$ cat config.mk
export PLATFORM = sky130hd
export DESIGN_NAME = mem_wb_stage_flat
export DESIGN_NICKNAME = d
export VERILOG_FILES = /design/src/rtl/mem_wb_stage_if.sv /design/src/rtl/mem_wb_stage.sv /design/src/flat_wrapper.sv
export SDC_FILE = /design/constraint.sdc
export NUM_CORES = 1
export LEC_CHECK = 0
export BUFFER_PORTS_ARGS = -buffer_cell sky130_fd_sc_hd__buf_2
export CAP_MARGIN = 15
export CORE_MARGIN = 2
export CORE_UTILIZATION = 49
export DETAILED_ROUTE_END_ITERATION = 8
export GPL_ROUTABILITY_DRIVEN = 0
export PLACE_DENSITY = 0.86
export RECOVER_POWER = 100
export SLEW_MARGIN = 10
export SYNTH_ARGS = -nofsm -noshare
export SYNTH_HDL_FRONTEND = slang
export SYNTH_SLANG_ARGS = --single-unit
$ cat constraint.sdc
create_clock -name clk -period 1.97 [get_ports clk]
set_clock_uncertainty 0.05 [all_clocks]
set_input_delay 0.2955 -clock clk [delete_from_list [all_inputs] [get_ports clk]]
set_output_delay 0.2955 -clock clk [all_outputs]
set_load 0.01 [all_outputs]
$ cat src/rtl/mem_wb_stage_if.sv
// MEM/WB stage bundle: memory-stage beat plus stall/flush in, writeback and PC-load results out.
// The master side drives the beat; the slave side (the stage) returns registered results.
interface mem_wb_stage_if #(
    parameter int DATA_W     = 16,
    parameter int REG_ADDR_W = 3
);
    logic                    stall;
    logic                    flush;
    logic                    in_valid;
    logic [DATA_W-1:0]       alu_data_in;
    logic [DATA_W-1:0]       mem_data_in;
    logic                    mem_read_in;
    logic                    wb_in;
    logic [REG_ADDR_W-1:0]   rdst_in;
    logic                    write_flag_in;
    logic                    write_pc_high_in;
    logic                    write_pc_low_in;
    logic                    in_inst_in;
    logic                    out_inst_in;

    logic                    wb_valid;
    logic                    wb_en;
    logic [REG_ADDR_W-1:0]   wb_rdst;
    logic [DATA_W-1:0]       wb_data;
    logic                    write_flag_out;
    logic                    in_inst_out;
    logic                    out_inst_out;
    logic                    pc_load;
    logic [2*DATA_W-1:0]     pc_value;
    logic                    pc_seq_err;
`ifdef MEM_WB_BYPASS_EN
    logic                    fwd_en;
    logic [REG_ADDR_W-1:0]   fwd_rdst;
    logic [DATA_W-1:0]       fwd_data;
`endif

    modport master (
        output stall, flush, in_valid, alu_data_in, mem_data_in, mem_read_in, wb_in, rdst_in,
               write_flag_in, write_pc_high_in, write_pc_low_in, in_inst_in, out_inst_in,
        input  wb_valid, wb_en, wb_rdst, wb_data, write_flag_out, in_inst_out, out_inst_out,
               pc_load, pc_value, pc_seq_err
`ifdef MEM_WB_BYPASS_EN
        , input fwd_en, fwd_rdst, fwd_data
`endif
    );

    modport slave (
        input  stall, flush, in_valid, alu_data_in, mem_data_in, mem_read_in, wb_in, rdst_in,
               write_flag_in, write_pc_high_in, write_pc_low_in, in_inst_in, out_inst_in,
        output wb_valid, wb_en, wb_rdst, wb_data, write_flag_out, in_inst_out, out_inst_out,
               pc_load, pc_value, pc_seq_err
`ifdef MEM_WB_BYPASS_EN
        , output fwd_en, fwd_rdst, fwd_data
`endif
    );
endinterface

$ cat src/rtl/mem_wb_stage.sv
// MEM/WB pipeline register with writeback mux and 2-beat PC restore; MEM_WB_BYPASS_EN adds forwarding outputs.
// Latency: 1 cycle from accepted beat to wb_* / pc_load / pc_seq_err.
// Backpressure: stall holds every register (pulses drop to 0); flush inserts a bubble and wins over stall.
module mem_wb_stage #(
    parameter int DATA_W     = 16,
    parameter int REG_ADDR_W = 3
) (
    input  logic           clk,
    input  logic           rst,
    mem_wb_stage_if.slave  bus
);
    typedef enum logic {IDLE, HAVE_HIGH} pc_state_t;

    pc_state_t          state, state_nxt;
    logic [DATA_W-1:0]  sel_data;
    logic [DATA_W-1:0]  hi_reg;
    logic               accept;
    logic               load_nxt, err_nxt, hi_wr, pc_wr;

    assign sel_data = bus.mem_read_in ? bus.mem_data_in : bus.alu_data_in;
    assign accept   = !rst && !bus.flush && !bus.stall && bus.in_valid;

    // Only accepted beats move the sequencer; bubbles and non-PC beats leave it alone.
    always_comb begin
        state_nxt = state;
        load_nxt  = 1'b0;
        err_nxt   = 1'b0;
        hi_wr     = 1'b0;
        pc_wr     = 1'b0;
        if (accept) begin
            if (bus.write_pc_high_in && bus.write_pc_low_in) begin
                err_nxt   = 1'b1;
                state_nxt = IDLE;
            end else if (bus.write_pc_high_in) begin
                hi_wr     = 1'b1;
                err_nxt   = (state == HAVE_HIGH);
                state_nxt = HAVE_HIGH;
            end else if (bus.write_pc_low_in) begin
                if (state == HAVE_HIGH) begin
                    pc_wr     = 1'b1;
                    load_nxt  = 1'b1;
                    state_nxt = IDLE;
                end else begin
                    err_nxt   = 1'b1;
                end
            end
        end
    end

    always_ff @(posedge clk) begin
        if (rst) begin
            state              <= IDLE;
            hi_reg             <= '0;
            bus.wb_valid       <= 1'b0;
            bus.wb_en          <= 1'b0;
            bus.wb_rdst        <= '0;
            bus.wb_data        <= '0;
            bus.write_flag_out <= 1'b0;
            bus.in_inst_out    <= 1'b0;
            bus.out_inst_out   <= 1'b0;
            bus.pc_load        <= 1'b0;
            bus.pc_value       <= '0;
            bus.pc_seq_err     <= 1'b0;
        end else if (bus.flush) begin
            // Data and destination are don't-care under a bubble, so they simply hold.
            state              <= IDLE;
            bus.wb_valid       <= 1'b0;
            bus.wb_en          <= 1'b0;
            bus.write_flag_out <= 1'b0;
            bus.in_inst_out    <= 1'b0;
            bus.out_inst_out   <= 1'b0;
            bus.pc_load        <= 1'b0;
            bus.pc_seq_err     <= 1'b0;
        end else if (bus.stall) begin
            bus.pc_load        <= 1'b0;
            bus.pc_seq_err     <= 1'b0;
        end else begin
            state              <= state_nxt;
            bus.wb_valid       <= bus.in_valid;
            bus.wb_en          <= bus.wb_in && bus.in_valid;
            bus.wb_rdst        <= bus.rdst_in;
            bus.wb_data        <= sel_data;
            bus.write_flag_out <= bus.write_flag_in && bus.in_valid;
            bus.in_inst_out    <= bus.in_inst_in && bus.in_valid;
            bus.out_inst_out   <= bus.out_inst_in && bus.in_valid;
            bus.pc_load        <= load_nxt;
            bus.pc_seq_err     <= err_nxt;
            if (hi_wr) hi_reg       <= sel_data;
            if (pc_wr) bus.pc_value <= {hi_reg, sel_data};
        end
    end

`ifdef MEM_WB_BYPASS_EN
    assign bus.fwd_en   = bus.wb_en;
    assign bus.fwd_rdst = bus.wb_rdst;
    assign bus.fwd_data = bus.wb_data;
`endif
endmodule

$ cat src/flat_wrapper.sv
// flat-port wrapper written by rule: the top's interface ports become plain ports
module mem_wb_stage_flat 
#(
    parameter int DATA_W     = 16,
    parameter int REG_ADDR_W = 3
)
  (clk, rst, bus_stall, bus_flush, bus_in_valid, bus_alu_data_in, bus_mem_data_in, bus_mem_read_in, bus_wb_in, bus_rdst_in, bus_write_flag_in, bus_write_pc_high_in, bus_write_pc_low_in, bus_in_inst_in, bus_out_inst_in, bus_wb_valid, bus_wb_en, bus_wb_rdst, bus_wb_data, bus_write_flag_out, bus_in_inst_out, bus_out_inst_out, bus_pc_load, bus_pc_value, bus_pc_seq_err);
  mem_wb_stage_if #(.DATA_W(DATA_W), .REG_ADDR_W(REG_ADDR_W)) bus_i ();
  input  logic clk;
  input  logic rst;
  input wire logic [$bits(bus_i.stall)-1:0] bus_stall;
  input wire logic [$bits(bus_i.flush)-1:0] bus_flush;
  input wire logic [$bits(bus_i.in_valid)-1:0] bus_in_valid;
  input wire logic [$bits(bus_i.alu_data_in)-1:0] bus_alu_data_in;
  input wire logic [$bits(bus_i.mem_data_in)-1:0] bus_mem_data_in;
  input wire logic [$bits(bus_i.mem_read_in)-1:0] bus_mem_read_in;
  input wire logic [$bits(bus_i.wb_in)-1:0] bus_wb_in;
  input wire logic [$bits(bus_i.rdst_in)-1:0] bus_rdst_in;
  input wire logic [$bits(bus_i.write_flag_in)-1:0] bus_write_flag_in;
  input wire logic [$bits(bus_i.write_pc_high_in)-1:0] bus_write_pc_high_in;
  input wire logic [$bits(bus_i.write_pc_low_in)-1:0] bus_write_pc_low_in;
  input wire logic [$bits(bus_i.in_inst_in)-1:0] bus_in_inst_in;
  input wire logic [$bits(bus_i.out_inst_in)-1:0] bus_out_inst_in;
  output wire logic [$bits(bus_i.wb_valid)-1:0] bus_wb_valid;
  output wire logic [$bits(bus_i.wb_en)-1:0] bus_wb_en;
  output wire logic [$bits(bus_i.wb_rdst)-1:0] bus_wb_rdst;
  output wire logic [$bits(bus_i.wb_data)-1:0] bus_wb_data;
  output wire logic [$bits(bus_i.write_flag_out)-1:0] bus_write_flag_out;
  output wire logic [$bits(bus_i.in_inst_out)-1:0] bus_in_inst_out;
  output wire logic [$bits(bus_i.out_inst_out)-1:0] bus_out_inst_out;
  output wire logic [$bits(bus_i.pc_load)-1:0] bus_pc_load;
  output wire logic [$bits(bus_i.pc_value)-1:0] bus_pc_value;
  output wire logic [$bits(bus_i.pc_seq_err)-1:0] bus_pc_seq_err;
  assign bus_i.stall = bus_stall;
  assign bus_i.flush = bus_flush;
  assign bus_i.in_valid = bus_in_valid;
  assign bus_i.alu_data_in = bus_alu_data_in;
  assign bus_i.mem_data_in = bus_mem_data_in;
  assign bus_i.mem_read_in = bus_mem_read_in;
  assign bus_i.wb_in = bus_wb_in;
  assign bus_i.rdst_in = bus_rdst_in;
  assign bus_i.write_flag_in = bus_write_flag_in;
  assign bus_i.write_pc_high_in = bus_write_pc_high_in;
  assign bus_i.write_pc_low_in = bus_write_pc_low_in;
  assign bus_i.in_inst_in = bus_in_inst_in;
  assign bus_i.out_inst_in = bus_out_inst_in;
  assign bus_wb_valid = bus_i.wb_valid;
  assign bus_wb_en = bus_i.wb_en;
  assign bus_wb_rdst = bus_i.wb_rdst;
  assign bus_wb_data = bus_i.wb_data;
  assign bus_write_flag_out = bus_i.write_flag_out;
  assign bus_in_inst_out = bus_i.in_inst_out;
  assign bus_out_inst_out = bus_i.out_inst_out;
  assign bus_pc_load = bus_i.pc_load;
  assign bus_pc_value = bus_i.pc_value;
  assign bus_pc_seq_err = bus_i.pc_seq_err;
  mem_wb_stage #(.DATA_W(DATA_W), .REG_ADDR_W(REG_ADDR_W)) u_core (.clk(clk), .rst(rst), .bus(bus_i));
endmodule
; Yosys cells after proc, flatten, opt, wreduce, memory -nomap -nowiden
; Index checks and enable logic that the tools add are counted.
; W data, S select, Z words.
[word_totals]
regBits = 75
input_bits = 47
[op_classes]
n_mux = 16
bitwise = 3
n_reduce_logical = 19
[op_table]
columns = cell, count
row1 = $mux W16, 1
row2 = $mux W1, 15
row3 = $reduce_and A3 Y1, 3
row4 = $logic_and A1 B1 Y1, 8
row5 = $reduce_or A4 Y1, 1
row6 = $logic_not A1 Y1, 3
row7 = $not A1 Y1, 3
row8 = $reduce_bool A3 Y1, 1
row9 = $reduce_or A3 Y1, 1
row10 = $reduce_and A2 Y1, 1
row11 = $reduce_or A2 Y1, 1

; Logic depth before layout (Yosys ltp)
; Gate-level depths: netlist (run 1).
[logic_depth]
depth_word = 6
ltp_mapped = 6
mapped_depth_nobuf = 3

; Worst setup path after synthesis (run 1)
; Ideal clock, no wire load.
[synth_timing]
path_kind = input to register
start = input rst
end = register u_core.bus.pc_value[25] (netlist bit)
setup_time_ns = 0.132
t_arrival_ns = 1.398
required_time_ns = 1.788
slack_ns = 0.390
cell_stages = 6
n_path_buf = 3
cell_sequence = buf_2 > or4b_4 > buf_6 > buf_8 > o21ai_0 > a21oi_1
[synth_between]
elab_chain_len = 6
[synth_lines]
columns = element, line_no
row1 = from (decl), flat_wrapper.sv:10  ; input logic rst;
row2 = $logic_not A1 Y1, mem_wb_stage.sv:21  ; assign accept = !rst && !bus.flush && !bus.stall && bus.in_valid;
row3 = $logic_and A1 B1 Y1 (3 in series), mem_wb_stage.sv:21
row4 = $mux W1, n/a
row5 = $reduce_and A3 Y1 (no source line), n/a
row6 = to (signal assigned), mem_wb_stage.sv:89  ; if (pc_wr) bus.pc_value <= {hi_reg, sel_data};
row7 = to (decl), mem_wb_stage_if.sv:51  ; pc_load, pc_value, pc_seq_err
; Parallel ways exist; a longest one is shown, timed or not.
; A chain may end at the register's enable or synchronous reset.

; Final worst setup path (run 1)
[layout_timing]
start = input bus_stall
end = register u_core.bus.pc_value[14] (netlist bit)
[layout_between]
elab_chain_len = 5
[layout_lines]
columns = element, line_no
row1 = from (decl), flat_wrapper.sv:11  ; input wire logic [$bits(bus_i.stall)-1:0] bus_stall;
row2 = $logic_not A1 Y1, mem_wb_stage.sv:21
row3 = $logic_and A1 B1 Y1 (2 in series), mem_wb_stage.sv:21
row4 = $mux W1, n/a
row5 = $reduce_and A3 Y1 (no source line) *, n/a
; Mark *: on every way between the ends. The rest lies on a longest branch, timed or not.

==> results of run 1 <==
-- critical path: stages --
cell and delay, ns:
clkbuf_1 0.25, or4b_4 0.75, nor2_8 0.29, a211oi_1 0.12
-- where the power goes --
part / switching, uW / internal [uW] / leakage (uW)
Combinational: 151 / 96.8 / 0.000692
Sequential: 16.7 / 1550 / 0.000608
Clock: 568 / 658 / 0.000106
Total: 736 / 2300 / 0.00141
-- cell type report --
class | instances | area [um^2] | share of cell area [%]
Tap cell | 75 | 93.8 | 2.63
Multi-Input combinational cell | 197 | 1260 | 35.3
Timing Repair Buffer | 113 | 499 | 14.0
Clock inverter | 5 | 60.1 | 1.68
Sequential cell | 75 | 1500 | 42.0
Inverter | 1 | 3.75 | 0.105
Clock buffer | 11 | 151 | 4.24
-- through the flow --
stage,instance area [um^2],setup WS (ns)
floorplan,2920,0.390
global placement,3450,0.195
global route,3570,0.247
CTS,3660,0.529
finish,3570,0.396
detailed placement,3450,0.163
-- metal layers --
metal  up-vias  wire length [um]
met2        79              3070
met1      1168              3250
li1       1278                 -
met5         -                 0
met3        15               477
met4         0               178
-- path summary, 6_finish.rpt --
check / from / end / slack [ns]
hold reg to reg: u_core.hi_reg[8] / u_core.bus.pc_value[24] / 0.42
setup reg to reg: u_core.state / u_core.bus.pc_value[14] / 0.57
hold / removal: bus_out_inst_in / u_core.bus.out_inst_out / 0.13
setup / recovery: bus_stall / u_core.bus.pc_value[14] / 0.40
-- cell families (layout without fill, tap and decap cells) --
kind of cell           Yosys count  after routing  synth area share [%]
muxes                           27             27                  9.25
AOI/OAI and AO/OA              101            101                  20.8
DFF                             75             75                  51.4
buffers and inverters           30            130                  5.31
and+or+nand+nor                 69             69                  13.3
-- cell usage after synthesis --
| master | n | area, um^2 |
|---|---|---|
| a21oi_1 | 43 | 215 |
| dfxtp_1 | 75 | 1500 |
| buf_2 | 10 | 50.1 |
| nor4b_4 | 1 | 23.8 |
| nand2_1 | 4 | 15.0 |
| nand2b_1 | 10 | 62.6 |
| nor2_8 | 1 | 20.0 |
| o21ai_0 | 17 | 85.1 |
| a311oi_1 | 2 | 17.5 |
| a211oi_2 | 1 | 12.5 |
| a211oi_1 | 31 | 233 |
| clkbuf_1 | 15 | 56.3 |
| or2_2 | 1 | 6.26 |
| o21ai_1 | 3 | 15.0 |
| inv_1 | 1 | 3.75 |
| buf_6 | 1 | 11.3 |
| nor3_1 | 4 | 20.0 |
| or4b_4 | 1 | 13.8 |
| mux2i_1 | 27 | 270 |
| nand3_1 | 16 | 80.1 |
| buf_1 | 1 | 3.75 |
| nor2_1 | 22 | 82.6 |
| and3_1 | 4 | 25.0 |
| nor2b_1 | 2 | 12.5 |
| buf_8 | 2 | 30.0 |
| nor2_2 | 1 | 6.26 |
| and3b_1 | 1 | 8.76 |
| nand3b_2 | 1 | 11.3 |
| a22oi_1 | 4 | 30.0 |
==> impl_metrics.toml, run 1 <==
[status]
status = "completed"

[placed_design]
post-place-cells = 461
port_buffers = 104
dp_hpwl_um = 4800

[sta]
max_freq_mhz = 635
worst_pin_slew_ns = 0.639
finalSetupViolations = 0
hold_viol = 0
rsz0062_at_grt = "false"
period_share_pct = 79.9
max-slew-margin-rel_pct = 57.4
final.min_clock_period_ns = 1.57
report.final.slew_viol_count = 0
tns_ns = 0
hold_slack_ns = 0.132

[clock_tree]
holdBufCountCts = 0
clk_latency_ns = 0.35
cts.clk_slew.worst_paths_ns = 0.07
cts_tree = "done"
cts-resized-gates = 0
cts_max_level = 3
cts_root_buffer = "clkbuf_8"
cts_setup_buffers = 0
cts_buffers = 9
cts_max_path_buffers = 2
cts_num_sinks = 75

[worst_hold_path]
hp-class = "in -> reg"
hold_depth = 3

[detailed_routing]
viasPerCell = 5.32
drt_iter0_markers = 228
antenna_left = 0
first_pass_iters = 4
drc = 0
totalWireLength_um = 6980
wl_per_cell_um = 14.6
num_vias = 2540

[global_route]
first_global_vias = 2263
grt_pass1_wl_um = 10900
gr-usage-met3_pct = 5.89
grtUsageTotal_pct = 21.6
antenna_found_initial = 0
grt-ovfl-total = 0
use_met1_pct = 29.4
busiest_layer = "met2"
grt_max_degree = 69
grt_use_met2_pct = 31.5

[layout]
diodes = 0
utilization_pct = 61.0
largest_register_ff_count = 32
drive_above_1_share_pct = 17.9
fillers = 533
layout_commonest_cell = "dfxtp_1"
nets = 444
final_cell_mix = "dfxtp_1, clkbuf_1, a21oi_1, buf_2, a211oi_1"
synthToLayoutAreaGrowth_pct = 22.2
layout.cells.non_filler = 477

[floorplan]
dieArea_um2 = 6600
die_x_um = 81.2
core_area_um2 = 5850
rows = 28
die_height_um = 81.2
start_util_pct = 50.0
io_pins = 105

[setup_path]
cp-end-kind = "flip-flop"
setup.worst_path.start_class = "input pin"
reg2reg_depth = 3
crit_type = "in -> reg"
cp.arrival_ns = 1.72
worstPathRequired_ns = 2.12
path_max_fanout = 19

[power_and_ir_drop]
peakVddDrop_mv = 0.509
p_per_area_nw_per_um2 = 851
power_uw = 3040
p_leak_uw = 0.00141

[flow_run]
drv_cap = 0

[synth]
ys_seq_area_share_pct = 51.4
yosys_warnings = 0
netlist_area_um2 = 2920
ys_seq_elements = 75
syn_area_per_cell_um2 = 9.68
syn_inst = 302
yosysUniqueCellTypes = 29
syn_nets = 349
Power figures use the tool's default switching activity.
==> run 2: changes to the inputs <==
--- a/config.mk
+++ b/config.mk
@@ -8,10 +8,10 @@
 export BUFFER_PORTS_ARGS = -buffer_cell sky130_fd_sc_hd__buf_2
 export CAP_MARGIN = 15
 export CORE_MARGIN = 2
-export CORE_UTILIZATION = 49
+export CORE_UTILIZATION = 44
 export DETAILED_ROUTE_END_ITERATION = 8
 export GPL_ROUTABILITY_DRIVEN = 0
-export PLACE_DENSITY = 0.86
+export PLACE_DENSITY = 0.82
 export RECOVER_POWER = 100
 export SLEW_MARGIN = 10
 export SYNTH_ARGS = -nofsm -noshare
==> constraint.sdc (replaced) <==
create_clock -name clk -period 1.4 [get_ports clk]
set_clock_uncertainty 0.05 [all_clocks]
set_input_delay 0.21 -clock clk [delete_from_list [all_inputs] [get_ports clk]]
set_output_delay 0.21 -clock clk [all_outputs]
set_load 0.01 [all_outputs]
==> impl_metrics.toml, run 2 (synthesis results as in run 1) <==
[power_and_ir_drop]
peakVddDrop_mv = 0.666
p_int_uw = 3220
seqPwrFrac_pct = 52.6
power_uw = 4190
p_per_area_nw_per_um2 = 1120
pwr-share-clk_pct = 38.1
p_sw_share_pct = 23.1
pwr-share-comb_pct = 9.3
p_leak_uw = 0.00149
p_switching_uw = 965

[clock_tree]
clk_latency_ns = 0.33
cts_setup_buffers = 0
cts.clk_slew.worst_paths_ns = 0.07
cts_max_level = 3
cts-resized-gates = 0
cts_max_path_buffers = 2
cts_root_buffer = "clkbuf_8"
cts_buffers = 9
cts_tree = "done"
holdBufCountCts = 0
cts_num_sinks = 75

[layout]
final_cell_mix = "dfxtp_1, clkbuf_1, buf_2"
utilization_pct = 58.5
synthToLayoutAreaGrowth_pct = 27.7
diodes = 0
multi_input_area_um2 = 1270
fillers = 593
drive_above_1_share_pct = 20.5
seq_area_um2 = 1500
layout_commonest_cell = "dfxtp_1"
nets = 457
largest_register_ff_count = 32

[sta]
worst_pin_slew_ns = 0.642
hold_viol = 0
max_freq_mhz = 764
hold_slack_ns = 0.0587
max-slew-margin-rel_pct = 57.2
finalSetupViolations = 0
period_share_pct = 93.5
fin_ws_ns = 0.0910
rsz0062_at_grt = "false"
final.min_clock_period_ns = 1.31
report.final.slew_viol_count = 0

[floorplan]
dieArea_um2 = 7310
start_util_pct = 45.8
core_area_um2 = 6390
io_pins = 105
die_height_um = 85.5
die_x_um = 85.5
rows = 29

[detailed_routing]
wl_per_cell_um = 15.0
num_vias = 2606
first_pass_iters = 4
viasPerCell = 5.30
drc = 0
antenna_left = 0
drt_iter0_markers = 163
totalWireLength_um = 7390

[setup_path]
cp.arrival_ns = 1.45
setup.worst_path.start_class = "flip-flop"
path_max_fanout = 14
worstPathRequired_ns = 1.54
crit_type = "reg -> reg"
cp-end-kind = "flip-flop"

[global_route]
grt-ovfl-total = 0
antenna_found_initial = 0
grt_pass1_wl_um = 11800
grtUsageTotal_pct = 20.3
first_global_vias = 2420
grt_max_degree = 69

[placed_design]
port_buffers = 104
dp_hpwl_um = 5090
dp_slack_ns = -0.157

[status]
status = "completed"

[worst_hold_path]
hp-class = "in -> reg"

[flow_run]
drv_cap = 0
==> run 2: worst max-delay path, cell delays in order (launching register included) <==
cell	delay (ns)
dfxtp_1	0.40
nand3b_2	0.19
buf_4	0.23
o21ai_0	0.21
a21oi_1	0.09
==> run 2: layout make-up <==
| class | instances | area share (%) |
|---|---|---|
| flip-flops and latches | 75 | 40.2 |
| multi-input cells | 197 | 33.9 |
| repair buffers | 126 | 18.2 |
| clock buffers | 14 | 4.09 |
| well taps | 77 | 2.58 |
| clock inverters | 2 | 0.938 |
| inverters | 1 | 0.101 |
==> run 2: routing by layer <==
layer	track usage (%)	vias up	part of all wire [%]
met3	4.14	10	5.6
met1	28.6	1211	47
li1	-	1305	-
met2	30.4	80	46
met5	0	-	0
met4	8.66	0	1.6
==> run 2: final timing paths <==
path | startpoint | depth (start not counted) | endpoint | slack (ns)
max | u_core.state | 4 | u_core.bus.pc_value[28] | 0.09
min | bus_wb_in | 3 | u_core.bus.wb_en | 0.06
max reg2reg | u_core.state | 4 | u_core.bus.pc_value[28] | 0.09
min reg2reg | u_core.hi_reg[7] | 2 | u_core.bus.pc_value[23] | 0.42
==> run 2: per-stage QoR <==
| stage | setup TNS [ns] | cell area, um^2 | instances |
|---|---|---|---|
| 2_1_floorplan | -0.402 | 2930 | 302 |
| 4_1_cts | 0 | 3820 | 492 |
| 3_3_place_gp | -5.30 | 3630 | 476 |
| 3_5_place_dp | -6.05 | 3630 | 476 |
| 6_report | 0 | 3730 | 492 |
| 5_1_grt | 0 | 3730 | 492 |
==> run 2: power groups by stage <==
stage	Sequential (uW)	Combinational [uW]	Clock, uW
floorplan	2270	192	0
global placement	2250	394	0
detailed placement	2250	402	0
CTS	2200	404	1640
global route	2200	428	1730
finish	2200	390	1600
==> run 3: changes to the inputs <==
--- a/config.mk
+++ b/config.mk
@@ -5,13 +5,14 @@
 export SDC_FILE = /design/constraint.sdc
 export NUM_CORES = 1
 export LEC_CHECK = 0
+export ABC_AREA = 0
 export BUFFER_PORTS_ARGS = -buffer_cell sky130_fd_sc_hd__buf_2
 export CAP_MARGIN = 15
 export CORE_MARGIN = 2
-export CORE_UTILIZATION = 44
+export CORE_UTILIZATION = 49
 export DETAILED_ROUTE_END_ITERATION = 8
 export GPL_ROUTABILITY_DRIVEN = 0
-export PLACE_DENSITY = 0.82
+export PLACE_DENSITY = 0.86
 export RECOVER_POWER = 100
 export SLEW_MARGIN = 10
 export SYNTH_ARGS = -nofsm -noshare
==> constraint.sdc (replaced) <==
create_clock -name clk -period 1.3 [get_ports clk]
set_clock_uncertainty 0.05 [all_clocks]
set_input_delay 0.195 -clock clk [delete_from_list [all_inputs] [get_ports clk]]
set_output_delay 0.195 -clock clk [all_outputs]
set_load 0.01 [all_outputs]
==> impl_metrics.toml, run 3 (synthesis results as in run 1) <==
[worst_hold_path]
hp-class = "in -> reg"

[layout]
final_cell_mix = "dfxtp_1, clkbuf_1, buf_2"
synthToLayoutAreaGrowth_pct = 30.1
layout.cells.non_filler = 491
largest_register_ff_count = 32
drive_above_1_share_pct = 21.6
nets = 458
diodes = 0
layout_commonest_cell = "dfxtp_1"
utilization_pct = 65.0

[placed_design]
port_buffers = 104
post-place-cells = 474
dp_hpwl_um = 5150

[flow_run]
drv_cap = 0

[clock_tree]
cts_root_buffer = "clkbuf_8"
holdBufCountCts = 0
cts_max_level = 3
cts_tree = "done"
cts_max_path_buffers = 2
cts_buffers = 9
cts.clk_slew.worst_paths_ns = 0.08
cts_setup_buffers = 0
clk_latency_ns = 0.34
cts_num_sinks = 75

[power_and_ir_drop]
p_sw_share_pct = 22.8
p_switching_uw = 1120
p_per_area_nw_per_um2 = 1300
p_leak_uw = 0.00151
pwr-share-comb_pct = 8.7
peakVddDrop_mv = 0.666
seqPwrFrac_pct = 48.0
power_uw = 4930
p_int_uw = 3810
pwr-share-clk_pct = 43.3

[sta]
tns_ns = -0.00106
period_share_pct = 100
hold_viol = 0
max_freq_mhz = 769
final.min_clock_period_ns = 1.30
report.final.slew_viol_count = 0
max-slew-margin-rel_pct = 71.5
worst_pin_slew_ns = 0.416
fin_ws_ns = -0.00106
finalSetupViolations = 1

[setup_path]
setup.worst_path.start_class = "flip-flop"
path_max_fanout = 16
cp.arrival_ns = 1.50
worstPathRequired_ns = 1.49
cp-end-kind = "flip-flop"
crit_type = "reg -> reg"

[detailed_routing]
num_vias = 2685
antenna_left = 0
drt_iter0_markers = 231
wl_per_cell_um = 15.3
first_pass_iters = 4
viasPerCell = 5.47
drc = 0
totalWireLength_um = 7500

[global_route]
grtUsageTotal_pct = 22.6
grt_max_degree = 69
antenna_found_initial = 0
grt-ovfl-total = 0
grt_pass1_wl_um = 11400
first_global_vias = 2349

[floorplan]
dieArea_um2 = 6600
start_util_pct = 50.0
rows = 28
io_pins = 105
die_x_um = 81.2
die_height_um = 81.2
core_area_um2 = 5850

[status]
status = "finished with violations"
violations = "setup timing"
[run 3: cell types whose count changed in the layout (fill, tap and decap cells not counted), moves of 2 or more]
cell        change
bufinv_16       +2
a211oi_2        +2
o21ai_1         +5
o21ai_0         -5
clkbuf_1        -2
a211oi_1        -2
clkinvlp_4      +2
[run 3: power by group through the flow]
stage	combinational, uW	clock, uW	sequential, uW
floorplan	207	0	2440
global placement	426	0	2420
detailed placement	439	0	2420
CTS	440	2150	2370
global route	466	2250	2370
finish	428	2130	2370
[run 3: path summary, 6_finish.rpt]
check,cells past startpoint,slack (ns),startpoint,to
setup / recovery,4,-0.001,u_core.state,u_core.bus.pc_value[7]
hold / removal,3,0.04,bus_wb_in,u_core.bus.wb_en
setup reg to reg,4,-0.001,u_core.state,u_core.bus.pc_value[7]
hold reg to reg,2,0.43,u_core.hi_reg[5],u_core.bus.pc_value[21]
[run 3: repair_timing]
action                     4_1_cts  5_1_grt
gates resized for setup          1        4
setup endpoints to repair        1        7
hold endpoints to repair         0        0
cloned                           0        1
pin swaps                        0        1
[run 3: worst max-delay path: stages, from the launching register on]
cell	delay [ns]
dfxtp_2	0.37
and3b_2	0.27
buf_12	0.16
a21oi_1	0.09
a211oi_2	0.27
[run 3: stage by stage]
stage               area (um^2)  worst slack [ns]  hold slack [ns]
global placement           3610            -0.239            0.382
CTS                        3860            0.0475           0.0252
global route               3800           -0.0372           0.0247
detailed placement         3610            -0.267            0.384
floorplan                  2930            -0.116            0.281
finish                     3800          -0.00106           0.0360
[run 3: metal layers]
| metal | wire length, um | global-route usage [%] | part of all wire, % |
|---|---|---|---|
| met4 | 169 | 8.81 | 2.3 |
| met3 | 524 | 5.78 | 7.0 |
| met5 | 0 | 0 | 0 |
| met2 | 3600 | 33.9 | 48 |
| met1 | 3210 | 31.2 | 43 |
[run 3: final cells by class]
cell class	count	area (um^2)
clock buffer	10	128
fill	468	2050
clock inverter	6	114
inverter	1	3.75
timing repair buffer	127	687
tap	75	93.8
sequential	75	1500
multi-input combinational	197	1270
